[config.mk]
export PLATFORM = sky130hd
export DESIGN_NAME = lsu_mem_switch
export DESIGN_NICKNAME = d
export VERILOG_FILES = /design/src/rtl/lsu_mem_switch.sv
export SDC_FILE = /design/constraint.sdc
export NUM_CORES = 1
export LEC_CHECK = 0
export BUFFER_PORTS_ARGS = -buffer_cell sky130_fd_sc_hd__buf_2
export CORE_AREA = 3 3 579 581
export DETAILED_ROUTE_END_ITERATION = 16
export DIE_AREA = 0 0 582 584
export PLACE_DENSITY = 0.36
export RECOVER_POWER = 100
export SLEW_MARGIN = 20
export SYNTH_ARGS = -nofsm -noshare
export SYNTH_HDL_FRONTEND = slang
export SYNTH_SLANG_ARGS = --single-unit
[constraint.sdc]
create_clock -name clk -period 6.1 [get_ports clk]
set_clock_uncertainty 0.05 [all_clocks]
set_input_delay 1.83 -clock clk [delete_from_list [all_inputs] [get_ports clk]]
set_output_delay 1.83 -clock clk [all_outputs]
set_load 0.02 [all_outputs]
[src/rtl/lsu_mem_switch.sv]
// lsu_mem_switch: routes per-lane LSU requests to dcache or shared memory through
// 2-entry lane buffers, and merges both response streams via a round-robin output register.
module lsu_mem_switch #(
    parameter int NUM_LANES = 4,
    parameter int ADDR_W    = 30,
    parameter int DATA_W    = 32,
    parameter int TAG_W     = 16,
    parameter int SEL_BIT   = 0
) (
    input  logic                                 clk,
    input  logic                                 reset,
    input  logic [NUM_LANES-1:0]                 in_req_valid,
    input  logic [NUM_LANES-1:0]                 in_req_rw,
    input  logic [NUM_LANES-1:0][ADDR_W-1:0]     in_req_addr,
    input  logic [NUM_LANES-1:0][DATA_W/8-1:0]   in_req_byteen,
    input  logic [NUM_LANES-1:0][DATA_W-1:0]     in_req_data,
    input  logic [NUM_LANES-1:0][TAG_W-1:0]      in_req_tag,
    output logic [NUM_LANES-1:0]                 in_req_ready,
    output logic [NUM_LANES-1:0]                 dc_req_valid,
    output logic [NUM_LANES-1:0]                 dc_req_rw,
    output logic [NUM_LANES-1:0][ADDR_W-1:0]     dc_req_addr,
    output logic [NUM_LANES-1:0][DATA_W/8-1:0]   dc_req_byteen,
    output logic [NUM_LANES-1:0][DATA_W-1:0]     dc_req_data,
    output logic [NUM_LANES-1:0][TAG_W-1:0]      dc_req_tag,
    input  logic [NUM_LANES-1:0]                 dc_req_ready,
    output logic [NUM_LANES-1:0]                 smem_req_valid,
    output logic [NUM_LANES-1:0]                 smem_req_rw,
    output logic [NUM_LANES-1:0][ADDR_W-1:0]     smem_req_addr,
    output logic [NUM_LANES-1:0][DATA_W/8-1:0]   smem_req_byteen,
    output logic [NUM_LANES-1:0][DATA_W-1:0]     smem_req_data,
    output logic [NUM_LANES-1:0][TAG_W-1:0]      smem_req_tag,
    input  logic [NUM_LANES-1:0]                 smem_req_ready,
    input  logic                                 dc_rsp_valid,
    input  logic [NUM_LANES-1:0]                 dc_rsp_tmask,
    input  logic [NUM_LANES-1:0][DATA_W-1:0]     dc_rsp_data,
    input  logic [TAG_W-1:0]                     dc_rsp_tag,
    output logic                                 dc_rsp_ready,
    input  logic                                 smem_rsp_valid,
    input  logic [NUM_LANES-1:0]                 smem_rsp_tmask,
    input  logic [NUM_LANES-1:0][DATA_W-1:0]     smem_rsp_data,
    input  logic [TAG_W-1:0]                     smem_rsp_tag,
    output logic                                 smem_rsp_ready,
    output logic                                 out_rsp_valid,
    output logic [NUM_LANES-1:0]                 out_rsp_tmask,
    output logic [NUM_LANES-1:0][DATA_W-1:0]     out_rsp_data,
    output logic [TAG_W-1:0]                     out_rsp_tag,
    input  logic                                 out_rsp_ready
);
    for (genvar i = 0; i < NUM_LANES; i++) begin : g_lane
        logic [1:0]          cnt;
        logic                wp, rp, push, pop, dst;
        logic                dst_q [2];
        logic                rw_q [2];
        logic [ADDR_W-1:0]   addr_q [2];
        logic [DATA_W/8-1:0] be_q [2];
        logic [DATA_W-1:0]   data_q [2];
        logic [TAG_W-1:0]    tag_q [2];
        assign dst             = dst_q[rp];
        assign in_req_ready[i] = cnt != 2'd2;
        assign push            = in_req_valid[i] && in_req_ready[i];
        assign pop             = cnt != 2'd0 && (dst ? smem_req_ready[i] : dc_req_ready[i]);
        always_ff @(posedge clk or posedge reset)
            if (reset) begin
                cnt <= 2'd0;
                wp  <= 1'b0;
                rp  <= 1'b0;
            end else begin
                cnt <= cnt + {1'b0, push} - {1'b0, pop};
                wp  <= wp ^ push;
                rp  <= rp ^ pop;
            end
        // Payload storage needs no reset; occupancy alone decides validity.
        always_ff @(posedge clk)
            if (push) begin
                dst_q[wp]  <= in_req_tag[i][SEL_BIT];
                rw_q[wp]   <= in_req_rw[i];
                addr_q[wp] <= in_req_addr[i];
                be_q[wp]   <= in_req_byteen[i];
                data_q[wp] <= in_req_data[i];
                tag_q[wp]  <= in_req_tag[i];
            end
        assign dc_req_valid[i]    = cnt != 2'd0 && !dst;
        assign smem_req_valid[i]  = cnt != 2'd0 && dst;
        assign dc_req_rw[i]       = rw_q[rp];
        assign dc_req_addr[i]     = addr_q[rp];
        assign dc_req_byteen[i]   = be_q[rp];
        assign dc_req_data[i]     = data_q[rp];
        assign dc_req_tag[i]      = tag_q[rp];
        assign smem_req_rw[i]     = rw_q[rp];
        assign smem_req_addr[i]   = addr_q[rp];
        assign smem_req_byteen[i] = be_q[rp];
        assign smem_req_data[i]   = data_q[rp];
        assign smem_req_tag[i]    = tag_q[rp];
    end
    logic last_smem, grant_dc, grant_smem, load;
    always_comb begin
        grant_dc       = dc_rsp_valid && (!smem_rsp_valid || last_smem);
        grant_smem     = smem_rsp_valid && !grant_dc;
        load           = !out_rsp_valid || out_rsp_ready;
        dc_rsp_ready   = grant_dc && load;
        smem_rsp_ready = grant_smem && load;
    end
    always_ff @(posedge clk or posedge reset)
        if (reset) begin
            last_smem     <= 1'b1;
            out_rsp_valid <= 1'b0;
            out_rsp_tmask <= '0;
            out_rsp_data  <= '0;
            out_rsp_tag   <= '0;
        end else if (load) begin
            out_rsp_valid <= grant_dc || grant_smem;
            out_rsp_tmask <= grant_dc ? dc_rsp_tmask : smem_rsp_tmask;
            out_rsp_data  <= grant_dc ? dc_rsp_data : smem_rsp_data;
            out_rsp_tag   <= grant_dc ? dc_rsp_tag : smem_rsp_tag;
            if (grant_dc || grant_smem)
                last_smem <= grant_smem;
        end
endmodule
# ---- Yosys cells after proc, flatten, opt, wreduce, memory -nomap -nowiden
# Memories as Yosys holds them, arrays and structs flattened.
# Index checks and enable logic that the tools add are counted.
dict set report classes {
  addsub 8
  eq_ne 4
  muxes 15
  bitwise 8
  n_reduce_logical 35
}
# operator count
set op_table {}
lappend op_table {{$mux 128} 1}
lappend op_table {{$logic_and 1x1->1} 20}
lappend op_table {{$mux 16} 1}
lappend op_table {{$mux 1} 12}
lappend op_table {{$add 2x1->2} 4}
lappend op_table {{$ne 2x2->1 const B} 4}
lappend op_table {{$reduce_bool 2->1} 4}
lappend op_table {{$sub 2x1->2} 4}
lappend op_table {{$xor 1x1->1} 8}
lappend op_table {{$logic_not 1->1} 7}
lappend op_table {{$mux 4} 1}
lappend op_table {{$logic_or 1x1->1} 3}
lappend op_table {{$reduce_and 2->1} 1}
dict set report word_totals {
  ff_bits 166
  mem_bits_rw 672
  output_inout_bits 827
  word_cells 114
  n_memories 24
}
# name words word_bits read_ports rd_clocked_by_memory_dff write_ports line_no
set mem_list {}
lappend mem_list {{g_lane[0].data_q} 2 32 1 0 1 56} ;# logic [DATA_W-1:0] data_q [2];
lappend mem_list {{g_lane[1].data_q} 2 32 1 0 1 56}
lappend mem_list {{g_lane[2].data_q} 2 32 1 0 1 56}
lappend mem_list {{g_lane[3].data_q} 2 32 1 0 1 56}
lappend mem_list {{g_lane[0].addr_q} 2 30 1 0 1 54} ;# logic [ADDR_W-1:0] addr_q [2];
lappend mem_list {{g_lane[1].addr_q} 2 30 1 0 1 54}
lappend mem_list {{18 more memories} - - - - - -}

# ---- Longest topological paths before layout
dict set report logic_depth {
  depth_word 7
  depth_mapped 7
  mapped_depth_nobuf 7
}

# ---- Least setup slack after synthesis
# OpenSTA, ideal clock, no wires.
dict set report synth_path {
  path_kind {input to output}
  start {in smem_rsp_valid}
  end {out smem_rsp_ready}
  arrival_ns 2.689
  required_time_ns 4.220
  path_slack_ns 1.531
  stages 6
  path_buffers 3
  cell_sequence {inv_1 > o21ai_1 > buf_2 > buf_6 > buf_4 > and3_1}
}
dict set report synth_between {
  elab_chain_len 6
}
# item line_no
set synth_rtl {}
lappend synth_rtl {{from (decl)} 38} ;# input logic smem_rsp_valid,
lappend synth_rtl {{$logic_not 1->1} 97} ;# grant_dc = dc_rsp_valid && (!smem_rsp_valid || last_smem);
lappend synth_rtl {{$logic_or 1x1->1} 97}
lappend synth_rtl {{$logic_and 1x1->1} 97}
lappend synth_rtl {{$logic_not 1->1} 98} ;# grant_smem = smem_rsp_valid && !grant_dc;
lappend synth_rtl {{$logic_and 1x1->1 (*)} 98}
lappend synth_rtl {{$logic_and 1x1->1 (*)} 101} ;# smem_rsp_ready = grant_smem && load;
lappend synth_rtl {{to (decl)} 42} ;# output logic smem_rsp_ready,
# Every way passes the cells marked *; elsewhere a longest branch is shown, timed or not.

# ---- Worst setup path after layout
# Ends and elaborated chain as after synthesis.

==> flow_summary.toml <==
[outcome]
status = "finished with violations"
violations = "capacitance limit, slew limit"

[setup_path]
worst_setup_path_end_kind = "output port"
cp_top_family = "buffers and inverters"
slowest_delay_ns = 0.46
rr_startpoint = "g_lane[0].cnt[0]$_DFF_PP0_"
worstPathCellList = "clkbuf_1 > inv_1 > o21ai_0 > and3_1 > clkbuf_1"
timing.critical_path.from_type = "input pin"
cpMaxStageDelayCell = "and3_1"
arrival_time_at_the_worst_endpoint_ns = 3.56
critical_path.n_buffers_inverters = 3
worstSetupStartpoint = "smem_rsp_valid"
crit_top_cell = "clkbuf_1"
crit_fanout = 4
criticalPathCategory = "in -> out"
worst-endpoint-required_ns = 4.22

[cts]
cts_resized = 0
ctsLongestPathBuffers = 4
cts_inserted_buffers = 111
clock_tree.root_cell = "clkbuf_16"
clk_latency_ns = 0.81
clk_transition_reported_paths_ns = 0.05
cts_hold_buffers = 0
tritoncts = "built"
cts.sink_count = 830
cts_htree_levels = 3
post-cts-setup-buffer-count = 0

[cells_and_area]
nets = 3982
syn2layout_area_growth_pct = 37.2
multi_input_comb_area_sq_mm = 0.00718
number_of_filler_instances_in_the_final_layout = 37400
layout.area.seq_sq_mm = 0.0241
drive_gt1_share_pct = 30.4

[placed_design]
place_worst_setup_slack_ns = 1.27
post-dp-hpwl_microns = 190000
gp_congestion = 0.906
numPortBuffers = 1471

[global_route]
grt_pass1_wl_microns = 274000
grt_usage_pct = 12.6
grt_start_max_net_pins = 150
number_of_global_route_vias_before_repair = 23600
busiest_layer = "met2"
grt.met2_usage_pct = 20.9
met3_usage_pct = 7.09
gr-total-overflow = 0
grt_util_met1_pct = 13.7
grt_antenna_before_repair = 156

[yosys]
synth-edff-count = 664
ys_top_cells_by_area = "edfxtp_1 58%, dfrtp_1 12%, mux2_2 11%"
synthDominantAreaCellType = "edfxtp_1"
synth.top_cells.by_count = "664 x edfxtp_1, 349 x buf_4, 328 x mux2_2"
synth_cell_type_count = 29
syn-instance-count = 2134
syn_avg_cell_area_sq_um = 16.1
yosys_register_bits = 830
postSynthNetCount = 2787
yosysWarningCount = 0
post-synth-top-count-cell = "edfxtp_1"
synth-async-reset-ratio_pct = 20.0
post_synth_top_flop = "edfxtp_1"
syn-cell-area_sq_mm = 0.0343
synth_sequential_area_ratio_pct = 70.3
synth_top_area_share_pct = 58.1

[sta]
setup_viol_count_final = 0
worst_max_slew_margin_expressed_relative_to_the_limit_pct = -97.1
final_max_slew_viol_count = 749
timing.fmax_mhz = 184
postLayoutSetupSlackWorst_ns = 0.655
timing_worst_slew_pin_value_ns = 2.96
setup_total_negative_slack_ns = 0
final.period_utilization_pct = 89.3
min_period_ns = 5.44
grt_setup_unrepaired = "no"
hold_violations = 0

[route]
detailedRoute.firstPassIterationCount = 5
wl_per_cell_microns = 28.7
first_iter_violations = 1170
wirelength_microns = 224000
postRouteAntennaNets = 0
vias = 23400
drcViolationCount = 0
per_cell_via_count_in_the_routed_design = 3.00

[pwr]
net-switching-power_uw = 11300
sequential_fraction_of_design_power_pct = 32.9
power.ir.vdd_worst_v = 0.000306
clock_power_share_pct = 25.3
power.switching_fraction_pct = 45.5
leakagePower_uw = 0.0171
pwr-share-comb_pct = 41.8
power_per_cell_area_mw_per_mm2 = 528
cellInternalPower_uw = 13500

[floorplan]
fp-row-count = 211
dieArea_sq_mm = 0.340
initial_core_util_pct = 10.4
coreArea_sq_mm = 0.330
die_width_microns = 582
floorplan.io_pins = 1472
floorplan.die.height_microns = 584

[min_path]
timing.hold.worst.class = "reg -> reg"
min_from = "out_rsp_tag[2]$_DFFE_PP0N_"

[flow_run]
drv_cap = 15
-- sequential cells by signal (all words and copies together) (netlist names), 8 cells and up --
register,cells
g_lane.cnt,8
g_lane.data_q,256
g_lane.addr_q,240
g_lane.rw_q,8
out_rsp_tag,16
g_lane.tag_q,128
out_rsp_data,128
g_lane.be_q,32
-- worst paths after layout --
kind                                                     endpoint  slack [ns]  cells past startpoint
worst max register to register  g_lane[0].addr_q[1][24]$_DFFE_PP_        1.59                      3
worst max-delay path                               smem_rsp_ready        0.66                      5
worst min-delay path                   out_rsp_tag[2]$_DFFE_PP0N_        0.43                      2
worst min register to register         out_rsp_tag[2]$_DFFE_PP0N_        0.43                      2
max in group asynchronous                  g_lane[3].rp$_DFF_PP0_        1.37                      3
min in group asynchronous            out_rsp_data[20]$_DFFE_PP0N_        1.42                      2
-- power groups by stage --
stage / Clock (uW) / Sequential [uW] / Combinational (uW)
2_1_floorplan: 0 / 8100 / 6800
3_3_place_gp: 0 / 8200 / 11600
3_5_place_dp: 0 / 8240 / 11600
4_1_cts: 6610 / 8130 / 11600
5_1_grt: 6800 / 8310 / 11200
6_report: 6290 / 8160 / 10400
-- cell families (layout without fill, tap and decap cells) --
kind of cell	after synthesis	in the layout	synth area share (%)
flops	830	830	70.3
mux	488	488	15.5
buf+inv	436	1719	8.78
simple gates	194	194	2.24
compound gates	170	170	2.70
fa+ha+maj	8	8	0.292
xor+xnor	8	8	0.204
other cells	0	25	0
-- cell type report --
class	instances	area share, %
antenna	25	0.133
sequential	830	51.2
clock buffer	145	6.31
inverter	14	0.114
timing repair buffer	1504	14.4
tap	4366	11.6
multi-input combinational	868	15.3
clock inverter	56	0.978
-- placed cells by master, fill, tap and decap left out, types with 3 or more instances in the layout --
| cell type | count |
|---|---|
| buf_12 | 5 |
| xnor2_1 | 4 |
| diode_2 | 25 |
| dfrtp_1 | 161 |
| clkinvlp_4 | 8 |
| inv_6 | 3 |
| nand2_1 | 156 |
| clkbuf_1 | 719 |
| nor2_1 | 22 |
| and2_0 | 4 |
| inv_1 | 11 |
| mux2_1 | 274 |
| clkbuf_2 | 6 |
| buf_4 | 6 |
| ha_1 | 6 |
| a2bb2oi_2 | 4 |
| o21ai_0 | 147 |
| and3_1 | 5 |
| a21oi_1 | 5 |
| clkinv_1 | 16 |
| a21boi_0 | 8 |
| edfxtp_1 | 664 |
| bufinv_16 | 5 |
| a2bb2oi_1 | 4 |
| buf_2 | 798 |
| dfrtp_4 | 4 |
| clkbuf_16 | 113 |
| clkinv_2 | 19 |
| mux2_2 | 54 |
| mux2i_1 | 160 |
| xor2_1 | 4 |
| nand2b_1 | 5 |
-- through the flow --
stage	cell area, sq um	hold slack [ns]	total power, uW	utilization, %	cells
final	47100	0.432	24800	14.2	7808
after global routing	47000	0.451	26300	14.2	7796
after CTS	48100	0.435	26300	14.6	7783
after detailed placement	44600	0.419	19800	13.5	7582
after global placement	44600	0.411	19800	13.5	7582
after floorplan	34300	0.446	14900	-	2134
-- layer usage --
metal  vias to the layer above  wire length, microns
met3                       411                 29300
met4                        32                  6770
met1                     11600                 82600
met2                      1453                105000
li1                       9905                     -
met5                         -                   417
-- worst register-to-register path: stages (launching register included) --
cell      delay, ns
dfrtp_1        0.43
nand2b_1       0.20
and3_1         2.01
clkbuf_1       1.41
No activity file was read; power rests on OpenSTA's default activity.
